File: src/rtl/uart_pkg.sv
// uart_pkg: shared UART encodings (parity modes, rx FSM states, status bit indices)
package uart_pkg;

    typedef enum logic [1:0] {
        PAR_NONE = 2'b00,
        PAR_ODD  = 2'b01,
        PAR_EVEN = 2'b10
    } parity_e;

    typedef enum logic [2:0] {
        IDLE,
        START,
        DATA,
        PARITY,
        STOP,
        CHECK
    } rx_state_e;

    localparam int ERR_PARITY  = 0;
    localparam int ERR_START   = 1;
    localparam int ERR_STOP    = 2;
    localparam int ERR_OVERRUN = 3;

endpackage

File: src/rtl/uart_rx_sync.sv
// uart_rx_sync: STAGES-deep synchroniser for the serial line, resets to idle-high
// Ports: clk, reset (sync, active-high), d (async input), q (synchronised output)
module uart_rx_sync #(
    parameter int STAGES = 2
) (
    input  logic clk,
    input  logic reset,
    input  logic d,
    output logic q
);

    logic [STAGES-1:0] sync_q, sync_d;

    always_comb sync_d = {sync_q[STAGES-2:0], d};

    always_ff @(posedge clk) begin
        if (reset) sync_q <= '1;
        else       sync_q <= sync_d;
    end

    assign q = sync_q[STAGES-1];

endmodule

File: src/rtl/uart_rx_ctrl.sv
// uart_rx_ctrl: UART receive frame sequencer with checker handshake and one-entry holding buffer
// Ports: clk, reset (sync, active-high), baud_tick (OVERSAMPLE x baud pulse), rx_en, rx_in (async line),
//        parity_type; chk_* frame fields to the error checker and chk_error verdict back;
//        rx_data/rx_status/rx_valid/rx_ready consumer handshake; busy while a frame is in progress
module uart_rx_ctrl
    import uart_pkg::*;
#(
    parameter int OVERSAMPLE  = 16,
    parameter int SYNC_STAGES = 2
) (
    input  logic       clk,
    input  logic       reset,
    input  logic       baud_tick,
    input  logic       rx_en,
    input  logic       rx_in,
    input  logic [1:0] parity_type,
    output logic       chk_rx_flag,
    output logic       chk_start_bit,
    output logic       chk_stop_bit,
    output logic       chk_parity_bit,
    output logic [7:0] chk_raw_data,
    input  logic [2:0] chk_error,
    output logic [7:0] rx_data,
    output logic [3:0] rx_status,
    output logic       rx_valid,
    input  logic       rx_ready,
    output logic       busy
);

    localparam int CW = $clog2(OVERSAMPLE);
    localparam logic [CW-1:0] MID  = CW'(OVERSAMPLE / 2 - 1);
    localparam logic [CW-1:0] LAST = CW'(OVERSAMPLE - 1);

    logic rxs;

    uart_rx_sync #(.STAGES(SYNC_STAGES)) u_sync (
        .clk   (clk),
        .reset (reset),
        .d     (rx_in),
        .q     (rxs)
    );

    rx_state_e     state_q, state_d;
    logic [CW-1:0] cnt_q, cnt_d;
    logic [2:0]    bit_q, bit_d;
    logic [1:0]    par_q, par_d;
    logic          armed_q, armed_d;
    logic          start_q, start_d;
    logic          stop_q, stop_d;
    logic          parity_q, parity_d;
    logic [7:0]    raw_q, raw_d;
    logic [7:0]    data_q, data_d;
    logic [3:0]    status_q, status_d;
    logic          valid_q, valid_d;
    logic          samp, flag;

    always_comb begin
        // START samples at mid-bit; every later sample is one full bit period on
        samp      = baud_tick && (cnt_q == ((state_q == START) ? MID : LAST));
        flag      = (state_q == CHECK) && rx_en;
        state_d   = state_q;
        cnt_d     = baud_tick ? (samp ? '0 : cnt_q + 1'b1) : cnt_q;
        bit_d     = bit_q;
        par_d     = par_q;
        // a low stop sample disarms start detection until the line returns high (break)
        armed_d   = armed_q | rxs;
        start_d   = start_q;
        stop_d    = stop_q;
        parity_d  = parity_q;
        raw_d     = raw_q;
        data_d    = data_q;
        status_d  = status_q;
        valid_d   = valid_q;
        case (state_q)
            IDLE: begin
                cnt_d = '0;
                if (rx_en && !rxs && armed_q) begin
                    state_d  = START;
                    par_d    = parity_type;
                    parity_d = 1'b0;
                end
            end
            START: if (samp) begin
                state_d = rxs ? IDLE : DATA;
                start_d = rxs ? start_q : 1'b0;
                bit_d   = '0;
            end
            DATA: if (samp) begin
                raw_d = {rxs, raw_q[7:1]};
                bit_d = bit_q + 1'b1;
                if (bit_q == 3'd7)
                    state_d = (par_q == PAR_ODD || par_q == PAR_EVEN) ? PARITY : STOP;
            end
            PARITY: if (samp) begin
                parity_d = rxs;
                state_d  = STOP;
            end
            STOP: if (samp) begin
                stop_d  = rxs;
                armed_d = rxs;
                state_d = CHECK;
            end
            default: state_d = IDLE;
        endcase
        if (!rx_en && state_q != IDLE) state_d = IDLE;
        if (flag && (!valid_q || rx_ready)) begin
            data_d   = raw_q;
            status_d = {1'b0, chk_error};
            valid_d  = 1'b1;
        end else if (flag) begin
            status_d[ERR_OVERRUN] = 1'b1;
        end else if (valid_q && rx_ready) begin
            valid_d = 1'b0;
        end
    end

    always_ff @(posedge clk) begin
        if (reset) begin
            state_q  <= IDLE;
            cnt_q    <= '0;
            bit_q    <= '0;
            par_q    <= '0;
            armed_q  <= 1'b1;
            start_q  <= 1'b0;
            stop_q   <= 1'b0;
            parity_q <= 1'b0;
            raw_q    <= '0;
            data_q   <= '0;
            status_q <= '0;
            valid_q  <= 1'b0;
        end else begin
            state_q  <= state_d;
            cnt_q    <= cnt_d;
            bit_q    <= bit_d;
            par_q    <= par_d;
            armed_q  <= armed_d;
            start_q  <= start_d;
            stop_q   <= stop_d;
            parity_q <= parity_d;
            raw_q    <= raw_d;
            data_q   <= data_d;
            status_q <= status_d;
            valid_q  <= valid_d;
        end
    end

    assign chk_rx_flag    = flag;
    assign chk_start_bit  = start_q;
    assign chk_stop_bit   = stop_q;
    assign chk_parity_bit = parity_q;
    assign chk_raw_data   = raw_q;
    assign rx_data        = data_q;
    assign rx_status      = status_q;
    assign rx_valid       = valid_q;
    assign busy           = state_q != IDLE;

endmodule

File: config.mk
export PLATFORM = sky130hd
export DESIGN_NAME = uart_rx_ctrl
export DESIGN_NICKNAME = d
export VERILOG_FILES = /design/src/rtl/uart_pkg.sv /design/src/rtl/uart_rx_sync.sv /design/src/rtl/uart_rx_ctrl.sv
export SDC_FILE = /design/constraint.sdc
export NUM_CORES = 1
export LEC_CHECK = 0
export CORE_ASPECT_RATIO = 1.5
export CORE_UTILIZATION = 25
export CTS_BUF_LIST = sky130_fd_sc_hd__clkbuf_2
export DETAILED_ROUTE_END_ITERATION = 12
export DONT_BUFFER_PORTS = 1
export PLACE_DENSITY_LB_ADDON = 0.1
export SYNTH_ARGS = -nofsm -noshare
export SYNTH_HDL_FRONTEND = slang
export SYNTH_SLANG_ARGS = --single-unit
File: constraint.sdc
create_clock -name clk -period 1.5 [get_ports clk]
set_input_delay 0.375 -clock clk [delete_from_list [all_inputs] [get_ports clk]]
set_output_delay 0.375 -clock clk [all_outputs]
set_load 0.05 [all_outputs]
; ---- Yosys cells after proc, flatten, opt, wreduce, memory -nomap -nowiden
; Cells that the tools add are included.
[classes]
n_addsub = 2
eq_ne = 16
mux = 22
bitwise_logic = 1
reduce_logical = 27
[ops]
columns = cell, count
row1 = two-way mux 3 bit, 9
row2 = case mux 3 bit (5 select lines), 1
row3 = "inequality test 2 bit, second input constant", 6
row4 = "equality test 3 bit, second input constant", 3
row5 = two-way mux 4 bit, 2
row6 = AND reduction 2 bit, 4
row7 = logical AND 1 bit, 7
row8 = two-way mux 1 bit, 7
row9 = "equality test 3 x 2 -> 1 bit, second input constant", 2
row10 = case mux 3 bit (2 select lines), 1
row11 = AND reduction 3 bit, 2
row12 = AND reduction 6 bit, 1
row13 = nonzero test 2 bit, 3
row14 = OR reduction 2 bit, 3
row15 = "adder 4 x 1 -> 4 bit, second input constant", 1
row16 = equality test 4 bit, 1
row17 = "adder 3 x 1 -> 3 bit, second input constant", 1
row18 = "equality test 3 x 1 -> 1 bit, second input constant", 1
row19 = logical NOT 1 bit, 3
row20 = logical NOT 3 bit, 1
row21 = nonzero test 3 bit, 1
row22 = "equality test 2 x 1 -> 1 bit, second input constant", 1
row23 = "equality test 2 bit, second input constant", 1
row24 = logical OR 1 bit, 2
row25 = other kinds (4), 4
[totals]
register_bits = 38
inputBits = 11
output_inout_bits = 26
word_cells = 81

; ---- Longest topological paths before layout
[logic_depth]
ltp_word = 6
mapped_depth = 7
depth_no_buf = 6

; ---- By module
; From an unflattened synthesis, not the netlist that was laid out.
[hier_totals]
cells_unflattened = 169
area_unflattened_um2 = 1664.1
[by_module_without_submodules]
columns = mod, instances, cells_per_inst, area_per_inst_um2, seq_area_each_um2
row1 = uart_rx_ctrl, 1, 165, 1611.5, 720.7
row2 = uart_rx_sync, 1, 4, 52.6, 40.0

; ---- Least setup slack after synthesis
; No wires, ideal clock.
[synth_timing]
path_kind = register -> register
from = reg state_q[2]
to = reg data_q[1], in the netlist rx_data[1]
setup_time_ns = 0.128
arrival_ns = 1.445
required_ns = 1.372
path_slack_ns = -0.073
path_stages_with_launch = 8
path_buffers = 3
synth_period_minus_slack_ns = 1.573
path_cell_list = dfxtp_1 > buf_4 > and4b_4 > and2_1 > buf_4 > buf_6 > mux2i_1 > nor2_1
[synth_via]
elab_chain_cells = 3
[synth_rtl]
columns = element, line
row1 = from (decl), uart_rx_ctrl.sv:43  ; rx_state_e state_q, state_d;
row2 = from (signal assigned), uart_rx_ctrl.sv:132  ; state_q <= state_d;
row3 = equality test 3 bit, uart_rx_ctrl.sv:60  ; flag = (state_q == CHECK) && rx_en;
row4 = logical AND 1 bit, uart_rx_ctrl.sv:60
row5 = named net chk_rx_flag, uart_rx_ctrl.sv:17  ; output logic chk_rx_flag,
row6 = logical AND 1 bit, uart_rx_ctrl.sv:106  ; if (flag && (!valid_q || rx_ready)) begin
row7 = to (signal assigned), uart_rx_ctrl.sv:141  ; data_q <= data_d;
row8 = to (decl), uart_rx_ctrl.sv:52  ; logic [7:0] data_q, data_d;
; The timed path passes the listed nets, and every way through them passes these cells.
; A chain may end at the register's enable or synchronous reset.

; ---- Worst setup path after layout
[layout_timing]
from = reg state_q[1]
to = out chk_rx_flag
[layout_via]
elab_chain_cells = 2
[layout_rtl]
columns = element, line
row1 = equality test 3 bit, uart_rx_ctrl.sv:60
row2 = logical AND 1 bit, uart_rx_ctrl.sv:60
row3 = to (decl), uart_rx_ctrl.sv:17
; No other way between the ends.

==> impl_results.md <==
- Clk slew on worst S/H paths: ~0.17 ns
- CP Class: reg -> out
- Failing checks: negative setup slack
- Setup slack after layout: -0.143 ns
- Die Span Y: approximately 100 µm
- Top-count cell post-synth: dfxtp_1
- CTS Buf Count: 5
- Htree depth: 2
- Worst path slowest cell: dfxtp_4
- Critical Path AT: between 1 and 1.5 ns
- Top post-synthesis cells by count: dfxtp_1 (38), nor2_1 (31), mux2i_1 (27)
- Drt wl/cell: 14.1 µm
- Worst-path fanout max: 4
- Final Total Pwr: around 1900 µW
- Pins Over Slew Limit: 0
- DRC: 0
- Longest Clk Path Bufs: 2
- LEAKAGE: 0.000739 µW
- Worst-margin pin slew: approximately 0.86 ns
- Top-area cell type share of the netlist area: 0.460
- Critical Path Sink Type: output port
- Synth Area per Inst: around 9.7 µm²
- Vias in the first global route: about 1,200
- Diodes inserted: 0
- Antenna violations before repair: 0
- Via count: about 1,200
- Die area: 0.00696 mm²
- Layout Utilization: 0.314
- Async SR Flop Fraction: 0
- CP Cell Sequence: and4b_4 > buf_8
- Required time of the critical path: 1.12 ns
- Mux contribution to synthesized area: 0.163
- Ports: 37
- Synth Area in Adders: 0.0227
- ANT nets after route: 0
- Grt ovf: 0
- Startpoint Class: register
- Mapped Cells: between 150 and 200
- Synth Area in Compound Gates: 0.0627
- Largest net degree at the start of global routing: 34
- Synth cell types: roughly 40
- Vias/cell: approximately 4.7
- Skew-Pair Late Insertion Delay: approximately 0.37 ns
- Mapped Area: about 0.0017 mm²
- Post-synth top flop: dfxtp_1
- Core box area: about 0.0064 mm²
- Slew headroom: 0.422
- GPL Wtd Cong: about 0.74
- Worst hold path type: in -> reg
- Period utilisation layout: 1.10
- Synth Area in XOR/XNOR: 0.0159
- Final std cells w/o fill: ~270
- Nets: just over 200
- Number of I/O port buffers: 0
- Main combinational cell family by area after synthesis: simple AND/OR/NAND/NOR gates
- Crit-path max cell delay: 0.40 ns
- Cell row count: 36
- Initial DRC count: 34
- Max-Cap Viols: 0
- Post-synth EDFFs: 0
- First drt pass iteration count: 6
- Max VDD drop: between 300 and 400 µV
- Number of synthesized register bits: 38
- Total clock sinks: 38
- Fmax: a little over 600 MHz
- Setup violators final: 3
- Min Hold Slack: ~0.058 ns
- Die width: 68.4 µm
- Top area cells in the synthesized netlist: dfxtp_1 (46%), mux2i_1 (16%), nor2_1 (7.0%)
- Simple-Gate Fraction of Synth Area: 0.224
- Register area share after synthesis: 0.460
- TritonCTS clock tree: built
- Dominant cell type by area after synthesis: dfxtp_1
- Initial Util: 0.257
- Dpl ws: -0.0496 ns
- Root buffer cell: clkbuf_2
- Unrepaired setup endpoints after global routing: yes
- YS warnings: 0
- Status: finished, violations left
- First-pass GRT wire length: between 5000 and 6000 µm
- Crit path time final: approximately 1.6 ns
- Area delta synth->final: 22.3%
- Gr usage total: 0.115
- Share of layout cells above drive strength 1: 0.342
- Final hold violation count: 0
- Mapped Nets: about 180
- HPWL Detailed: 2570 µm
- Dpl cells: approximately 250
- Max Clock Skew: about 0.014 ns
- Power density cells: approximately 900 mW/mm²
- Routed WL: roughly 3700 µm
cell families (layout without fill, tap and decap cells):
group | count (synthesis) | count (layout)
compound gates | 15 | 15
xor+xnor | 3 | 3
fa+ha+maj | 3 | 3
buf+inv | 15 | 35
flops | 38 | 38
mux | 27 | 27
other cells | 1 | 1
simple gates | 68 | 68
area by class of cell:
| class | count | area [µm²] |
|---|---|---|
| timing repair buffer | 24 | 205 |
| sequential | 38 | 792 |
| clock buffer | 6 | 30.0 |
| multi-input combinational | 117 | 882 |
| fill | 660 | 4420 |
| inverter | 3 | 11.3 |
| tap | 76 | 95.1 |
| clock inverter | 2 | 8.76 |
final timing paths:
check | cells after the start | to | start | slack (ns)
min reg2reg | 1 | u_sync.sync_q[1] | u_sync.sync_q[0] | 0.44
max | 2 | chk_rx_flag | state_q[1] | -0.14
max reg2reg | 6 | chk_raw_data[0] | cnt_q[1] | -0.01
min | 1 | par_q[1] | reset | 0.06
repair_timing:
item                       in CTS  in global routing
setup buffers                   6                  2
hold buffers                    0                  1
cloned                          1                  0
hold endpoints to repair        0                 22
resized for setup              20                 19
setup endpoints to repair      17                 25
pin swaps                       4                  9
per-stage QoR:
| step | cell area, µm² | setup TNS, ns |
|---|---|---|
| final | 2020 | -0.208 |
| after global placement | 1790 | -0.0603 |
| after detailed placement | 1790 | -0.357 |
| after CTS | 1940 | -0.298 |
| after global routing | 2020 | -1.16 |
| after floorplan | 1670 | -0.285 |
flip-flops by register name, summed over array words and instances, names as in the netlist:
register and cells:
armed_q 1, bit_q 3, chk_parity_bit 1, chk_raw_data 8, chk_stop_bit 1, cnt_q 4, par_q 2, rx_data 8
rx_status 4, rx_valid 1, state_q 3, u_sync.sync_q 2
power breakdown:
group / switching [µW] / leakage, µW / internal (µW)
sequential: 25.0 / 0.000317 / 1030
combinational: 204 / 0.000391 / 176
clock: 320 / 0.0000304 / 115
critical path, delay by kind of cell, from the launching register on:
kind	cells	cell delay, ns
flops	1	0.40
simple gates	1	0.35
buf+inv	1	0.16
routing by layer:
metal  track usage  share of wire  wire (µm)
met3        0.0394          0.058        216
met2         0.186           0.53       1980
met4        0.0673          0.029        108
met1         0.127           0.38       1440
met5             0              0          0
cells in the final DEF (no fill, tap or decap), types with 2 or more instances in the layout:
| master | n |
|---|---|
| nand2b_1 | 3 |
| buf_4 | 18 |
| dfxtp_1 | 19 |
| nor3b_1 | 3 |
| mux2i_2 | 2 |
| xor2_1 | 2 |
| inv_1 | 2 |
| clkbuf_2 | 6 |
| a21oi_1 | 2 |
| nand3_1 | 3 |
| ha_1 | 2 |
| o211ai_1 | 3 |
| nor3_1 | 3 |
| dfxtp_2 | 16 |
| dfxtp_4 | 3 |
| nor2_1 | 31 |
| nand4_1 | 3 |
| nand2_1 | 6 |
| or2_2 | 2 |
| buf_6 | 4 |
| o21ai_0 | 2 |
| a22oi_1 | 2 |
| o21ai_1 | 2 |
| mux2i_1 | 24 |
| nor3_4 | 2 |
No activity file was read; power rests on OpenSTA's default activity.
